$ cat config.mk
export PLATFORM = sky130hd
export DESIGN_NAME = mem_bus_arbiter
export DESIGN_NICKNAME = d
export VERILOG_FILES = /design/src/rtl/mem_bus_arbiter.sv
export SDC_FILE = /design/constraint.sdc
export NUM_CORES = 1
export LEC_CHECK = 0
export ABC_AREA = 0
export CAP_MARGIN = 20
export CORE_ASPECT_RATIO = 1.2
export CORE_MARGIN = 3
export CORE_UTILIZATION = 40
export DETAILED_ROUTE_END_ITERATION = 10
export PLACE_DENSITY = 0.79
export SYNTH_ARGS = -nofsm -noshare
export SYNTH_HDL_FRONTEND = slang
export SYNTH_SLANG_ARGS = --single-unit
$ cat constraint.sdc
create_clock -name clk -period 1.85 [get_ports clk]
set_input_delay 0.37 -clock clk [delete_from_list [all_inputs] [get_ports clk]]
set_output_delay 0.37 -clock clk [all_outputs]
set_load 0.05 [all_outputs]
$ cat src/rtl/mem_bus_arbiter.sv
// mem_bus_arbiter: round-robin sharing of one memory port between I-cache refill and D-cache, with a hung-access watchdog
module mem_bus_arbiter #(
    parameter int TIMEOUT = 256
) (
    input  logic        clk,
    input  logic        reset_n,
    input  logic        ICACHE_REQ_SI,
    input  logic [31:0] ICACHE_ADR_SI,
    output logic        ICACHE_ACK_SA,
    output logic [31:0] ICACHE_RDATA_SA,
    output logic        ICACHE_ERR_SA,
    input  logic        DCACHE_REQ_SD,
    input  logic [31:0] DCACHE_ADR_SD,
    input  logic [31:0] DCACHE_WDATA_SD,
    input  logic        DCACHE_STORE_SD,
    input  logic [3:0]  DCACHE_BYT_SEL_SD,
    output logic        DCACHE_ACK_SA,
    output logic [31:0] DCACHE_RDATA_SA,
    output logic        DCACHE_ERR_SA,
    output logic        RAM_REQ_SA,
    output logic [31:0] RAM_ADR_SA,
    output logic [31:0] RAM_WDATA_SA,
    output logic        RAM_STORE_SA,
    output logic [3:0]  RAM_BYT_SEL_SA,
    input  logic        RAM_ACK_SR,
    input  logic [31:0] RAM_RDATA_SR,
    input  logic        RAM_ERR_SR,
    output logic        BUSY_SA
);
    localparam int CW = $clog2(TIMEOUT);

    typedef enum logic [1:0] {S_IDLE, S_BUSY, S_RESP} state_t;

    state_t        r_state, w_next;
    logic          r_last_d, r_store, r_err;
    logic [CW-1:0] r_cnt;
    logic [31:0]   r_adr, r_wdata, r_rdata;
    logic [3:0]    r_bsel;
    logic          w_req, w_pick_d, w_timeout;

    assign w_req     = ICACHE_REQ_SI | DCACHE_REQ_SD;
    assign w_pick_d  = DCACHE_REQ_SD & (~ICACHE_REQ_SI | ~r_last_d);
    assign w_timeout = r_cnt == CW'(TIMEOUT - 1);

    // State register
    always_ff @(posedge clk or negedge reset_n) begin
        if (!reset_n) r_state <= S_IDLE;
        else          r_state <= w_next;
    end

    // Next state: grant from IDLE, leave BUSY on ack, error or watchdog expiry, RESP lasts one cycle
    always_comb begin
        w_next = S_IDLE;
        case (r_state)
            S_IDLE:  w_next = w_req ? S_BUSY : S_IDLE;
            S_BUSY:  w_next = (RAM_ACK_SR | RAM_ERR_SR | w_timeout) ? S_RESP : S_BUSY;
            default: w_next = S_IDLE;
        endcase
    end

    // Grant bookkeeping, payload latch, watchdog count and response capture
    always_ff @(posedge clk or negedge reset_n) begin
        if (!reset_n) begin
            r_last_d <= 1'b0;
            r_adr    <= '0;
            r_wdata  <= '0;
            r_store  <= 1'b0;
            r_bsel   <= '0;
            r_cnt    <= '0;
            r_rdata  <= '0;
            r_err    <= 1'b0;
        end else if (r_state == S_IDLE && w_req) begin
            r_last_d <= w_pick_d;
            r_adr    <= w_pick_d ? DCACHE_ADR_SD : ICACHE_ADR_SI;
            r_wdata  <= w_pick_d ? DCACHE_WDATA_SD : '0;
            r_store  <= w_pick_d & DCACHE_STORE_SD;
            r_bsel   <= w_pick_d ? DCACHE_BYT_SEL_SD : 4'b1111;
            r_cnt    <= '0;
        end else if (r_state == S_BUSY) begin
            if (RAM_ACK_SR) begin
                r_rdata <= r_store ? '0 : RAM_RDATA_SR;
                r_err   <= 1'b0;
            end else if (RAM_ERR_SR | w_timeout) begin
                r_rdata <= '0;
                r_err   <= 1'b1;
            end else begin
                r_cnt   <= r_cnt + 1'b1;
            end
        end
    end

    // Decode the registered state and payload onto the ports; idle/unselected outputs read as 0
    always_comb begin
        BUSY_SA         = r_state != S_IDLE;
        RAM_REQ_SA      = r_state == S_BUSY;
        RAM_ADR_SA      = RAM_REQ_SA ? r_adr : '0;
        RAM_WDATA_SA    = RAM_REQ_SA ? r_wdata : '0;
        RAM_STORE_SA    = RAM_REQ_SA & r_store;
        RAM_BYT_SEL_SA  = RAM_REQ_SA ? r_bsel : '0;
        ICACHE_ACK_SA   = r_state == S_RESP && !r_last_d;
        ICACHE_RDATA_SA = ICACHE_ACK_SA ? r_rdata : '0;
        ICACHE_ERR_SA   = ICACHE_ACK_SA & r_err;
        DCACHE_ACK_SA   = r_state == S_RESP && r_last_d;
        DCACHE_RDATA_SA = DCACHE_ACK_SA ? r_rdata : '0;
        DCACHE_ERR_SA   = DCACHE_ACK_SA & r_err;
    end
endmodule

==> results by stage <==
Cells and area:
- Of the cells placed in the final design, the portion with a size suffix greater than 1 is 0.408.
- The number of antenna diodes in the final layout is 0.
- For this run, the post-layout net count is 1002.
- Leaving out filler cells and counting taps, the final layout contains 1046.
- The area added between synthesis and finish is 102%.
- The post-route cell area is 11600 sq um.

Floorplan:
- The die boundary width is 115 um.
- The floorplan step defined a core boundary enclosing 13900 sq um.
- The total number of placement rows is 47.
- The die is 137 um tall.
- The die covers 15800 sq um.
- The number of top-level design ports is 278.
- The initial core utilization is 0.412.

Clock network:
- No sink is reached through more buffers than the 2 on the longest clock path.
- In this run the clock root is driven by a sky130_fd_sc_hd__clkbuf_16.
- The TritonCTS clock tree is yes.
- TritonCTS created 17 clock buffers.
- The total number of clock tree sinks is 113.
- The clock slew at the register clock pins of the worst setup and hold paths is 0.05 ns.
- The clock reaches the later pin of the worst-skew pair after 0.41 ns.
- The maximum level of the CTS H-tree is 4.

Timing:
- The number of pins with negative max-slew slack in the final report is 0.
- The setup slack of the critical path after layout is -0.265 ns.
- Across all hold checks on the routed design, the worst slack comes to 0.409 ns.
- Between clock sinks in the finished design, the worst skew comes to 0.0139 ns.
- Static timing analysis puts the maximum clock frequency at 0.473 GHz.
- Setup repair after global routing could not meet its margin everywhere.
- The number of hold-slack violations in the final timing report was 0.
- For the pin with the worst max-slew slack, the measured transition is 0.448 ns.
- Counting I/O delays and the setup requirement, the final critical path takes 2.12 ns.
- The worst-case headroom to the max-slew limit is 0.700.
- Setup violations remaining at the end of the flow were counted as 138.
- Dividing the final minimum period by the clock period gives 1.14.
- The final sum of negative setup slack is -27.15 ns.

Global routing:
- For this run the aggregate overflow at the end of global routing stands at 0.
- The maximum number of pins on one net before global-route repair is 57.
- The global-route wire length before repair is 32400 um.
- For met3 alone, demand over resource in global routing was 0.100.
- The global router's overall resource usage is 0.268.
- The via count of the first global-routing pass was 6003.
- The global routing's busiest layer is met2.
- The met1 capacity usage during global routing is 0.291.
- The initial antenna violation count is 0.
- The met2 demand-to-capacity share in global routing is 0.465.

Synth:
- The unique cell type count in the Yosys netlist is 35.
- The proportion of register bits with asynchronous set or reset after synthesis is 1.00.
- The post-synthesis instance area is 5710 sq um.
- The synthesized design contains 0 enable-type register cells.
- The mean area per synthesized cell is 9.95 sq um.
- The leading register cell type out of synthesis is sky130_fd_sc_hd__dfrtp_1.
- In this run, synthesis produced a sequential element count of 113.
- The count of yosys warnings during synthesis is 0.
- Counting every net in the synthesized netlist gives 714.
- For this run, the register share of the synthesized area comes to 0.495.
- After technology mapping, the gate count stands at 574.

Routing:
- The total routed wirelength is 22100 um.
- The first routing iteration left 339 violations.
- The post-route antenna net violation count is 0.
- The first detailed-routing pass took 5 iterations.
- For this run, design rule violations remaining after detail routing come to 0.
- The routed via count is 5692.
- After detailed routing, the number of vias per cell comes to 5.44.
- Dividing the detail-routed wire length by the instance count gives 21.2 um.

Worst setup path:
- The largest fanout of any net on the critical path is 5.
- Traced cell by cell, the critical path runs through nor3b_4 > buf_6 > clkbuf_16 > and2_4 > buf_12.
- The largest delay contributor family on the critical path is buffers and inverters.
- The worst setup path startpoint is r_state[0]$_DFF_PN0_.
- The type of destination of the critical path is an output pin.
- The worst register-to-register path ends at r_rdata[7]$_DFFE_PN0P_.
- The setup check on the worst reg-to-reg path leaves a slack of 0.08 ns.
- The worst setup path is launched from a register.
- The critical path endpoint is ICACHE_RDATA_SA[29].
- The largest single stage delay on the critical path is 0.45 ns.
- The cell count along the critical path is 5.
- The depth of the most critical reg-to-reg path is 6.
- The start of the worst register-to-register path is r_cnt[0]$_DFFE_PN0P_.
- The critical path class is register to output pin.
- The largest individual stage delay along the critical path comes from the cell sky130_fd_sc_hd__dfrtp_2.
- The critical path contains buffers and inverters numbering 3 combined.
- At the worst endpoint, the required time is 1.48 ns.
- The worst path arrival time is 1.75 ns.

Job:
- The total of max-cap violations is 0.

Power and ir drop:
- In this run the static leakage power is 5.08 nW.
- The power density over the cells is 1650 nW/um^2.
- The worst-case IR drop observed on VDD is 0.972 mV.

Hold path:
- The class of the tightest hold or removal check is input port to async pin.

Run status:
- The run finished, with violations left.
- The checks that failed: negative setup slack.

Placed design:
- During placement, the flow inserted port buffers numbering 277.
- The post-detailed-placement half-perimeter wirelength is 14000 um.
- The post-place instance area is 10200 sq um.
- The total placed cells including tap cells is 995.
- At the end of routability-driven placement, the weighted congestion stood at 0.815.
report_power, final:
| part | leakage [nW] | switching, mW | internal (mW) |
|---|---|---|---|
| Sequential | 1.44 | 0.865 | 3.59 |
| Clock | 0.353 | 1.16 | 2.78 |
| Combinational | 3.29 | 5.45 | 5.28 |
| Total | 5.08 | 7.47 | 11.7 |
logic make-up after synthesis:
logic type / Yosys count / synth area share
xor+xnor: 2 / 0.00307
flops: 113 / 0.495
mux: 33 / 0.0578
buf+inv: 82 / 0.0640
fa+ha+maj: 1 / 0.00219
compound gates: 116 / 0.130
simple gates: 227 / 0.248
metal layers:
| metal | wire [um] | vias to the layer above |
|---|---|---|
| li1 | - | 2515 |
| met1 | 7790 | 2806 |
| met2 | 11500 | 311 |
| met3 | 1980 | 60 |
| met4 | 821 | 0 |
| met5 | 0 | - |
cells in the final DEF (no fill, tap or decap), types with 7 or more instances in the layout:
| cell | instances |
|---|---|
| sky130_fd_sc_hd__a22o_1 | 33 |
| sky130_fd_sc_hd__and2_2 | 9 |
| sky130_fd_sc_hd__and2_4 | 126 |
| sky130_fd_sc_hd__buf_12 | 149 |
| sky130_fd_sc_hd__buf_4 | 15 |
| sky130_fd_sc_hd__clkbuf_16 | 21 |
| sky130_fd_sc_hd__clkbuf_8 | 7 |
| sky130_fd_sc_hd__clkdlybuf4s50_1 | 137 |
| sky130_fd_sc_hd__dfrtp_1 | 110 |
| sky130_fd_sc_hd__inv_1 | 36 |
| sky130_fd_sc_hd__mux2i_1 | 33 |
| sky130_fd_sc_hd__nand2_1 | 39 |
| sky130_fd_sc_hd__nand4b_1 | 32 |
| sky130_fd_sc_hd__o21ai_0 | 69 |
area by class of cell:
class | instances | area (sq um)
clock buffer | 24 | 522
clock inverter | 8 | 194
fill | 692 | 2320
inverter | 36 | 135
multi-input combinational | 379 | 2880
sequential | 113 | 2830
tap | 171 | 214
timing repair buffer | 315 | 4780
how the worst min path moves through the flow:
stage	from	endpoint	cells past startpoint
floorplan	reset_n	r_adr[0]$_DFFE_PN0P_	0
global placement	reset_n	r_rdata[12]$_DFFE_PN0P_	1
detailed placement	reset_n	r_rdata[11]$_DFFE_PN0P_	1
CTS	reset_n	r_rdata[11]$_DFFE_PN0P_	2
global route	reset_n	r_rdata[12]$_DFFE_PN0P_	2
finish	reset_n	r_rdata[12]$_DFFE_PN0P_	2
cell usage after synthesis, types with 3 or more instances:
| master | instances | area [sq um] |
|---|---|---|
| sky130_fd_sc_hd__a21oi_1 | 3 | 15.0 |
| sky130_fd_sc_hd__clkbuf_1 | 24 | 90.1 |
| sky130_fd_sc_hd__o22a_1 | 4 | 35.0 |
| sky130_fd_sc_hd__mux2i_1 | 33 | 330 |
| sky130_fd_sc_hd__and2_1 | 136 | 851 |
| sky130_fd_sc_hd__o21ai_0 | 69 | 345 |
| sky130_fd_sc_hd__buf_2 | 13 | 65.1 |
| sky130_fd_sc_hd__nand4b_1 | 32 | 280 |
| sky130_fd_sc_hd__buf_4 | 3 | 22.5 |
| sky130_fd_sc_hd__dfrtp_1 | 113 | 2830 |
| sky130_fd_sc_hd__a22o_1 | 33 | 289 |
| sky130_fd_sc_hd__nor2_1 | 4 | 15.0 |
| sky130_fd_sc_hd__nand2_1 | 39 | 146 |
| sky130_fd_sc_hd__inv_1 | 36 | 135 |
| sky130_fd_sc_hd__buf_6 | 4 | 45.0 |
| sky130_fd_sc_hd__nand3_1 | 3 | 15.0 |
registers in the layout, indices dropped and copies added (netlist names):
register and flops:
r_adr 32, r_rdata 32, r_wdata 32, r_cnt 8, r_bsel 4, r_state 2
r_err 1, r_last_d 1, r_store 1
per-stage QoR:
stage           util  setup slack [ns]  total power [mW]
6_report       0.833            -0.265              19.1
5_1_grt        0.833            -0.279              19.9
4_1_cts        0.820            -0.207              18.6
3_5_place_dp   0.733            -0.204              13.5
3_3_place_gp   0.733            -0.194              13.2
2_1_floorplan      -            0.0103              8.96
timing repair:
action / 4_1_cts / 5_1_grt
buffers inserted: 8 / 2
pin swaps: 32 / 24
endpoints found under the hold margin: 20 / 0
hold buffers: 1 / 0
setup endpoints to repair: 138 / 139
gates resized for setup: 120 / 21
gates cloned: 4 / 4
Note: power is estimated with default switching activity, not from simulation.
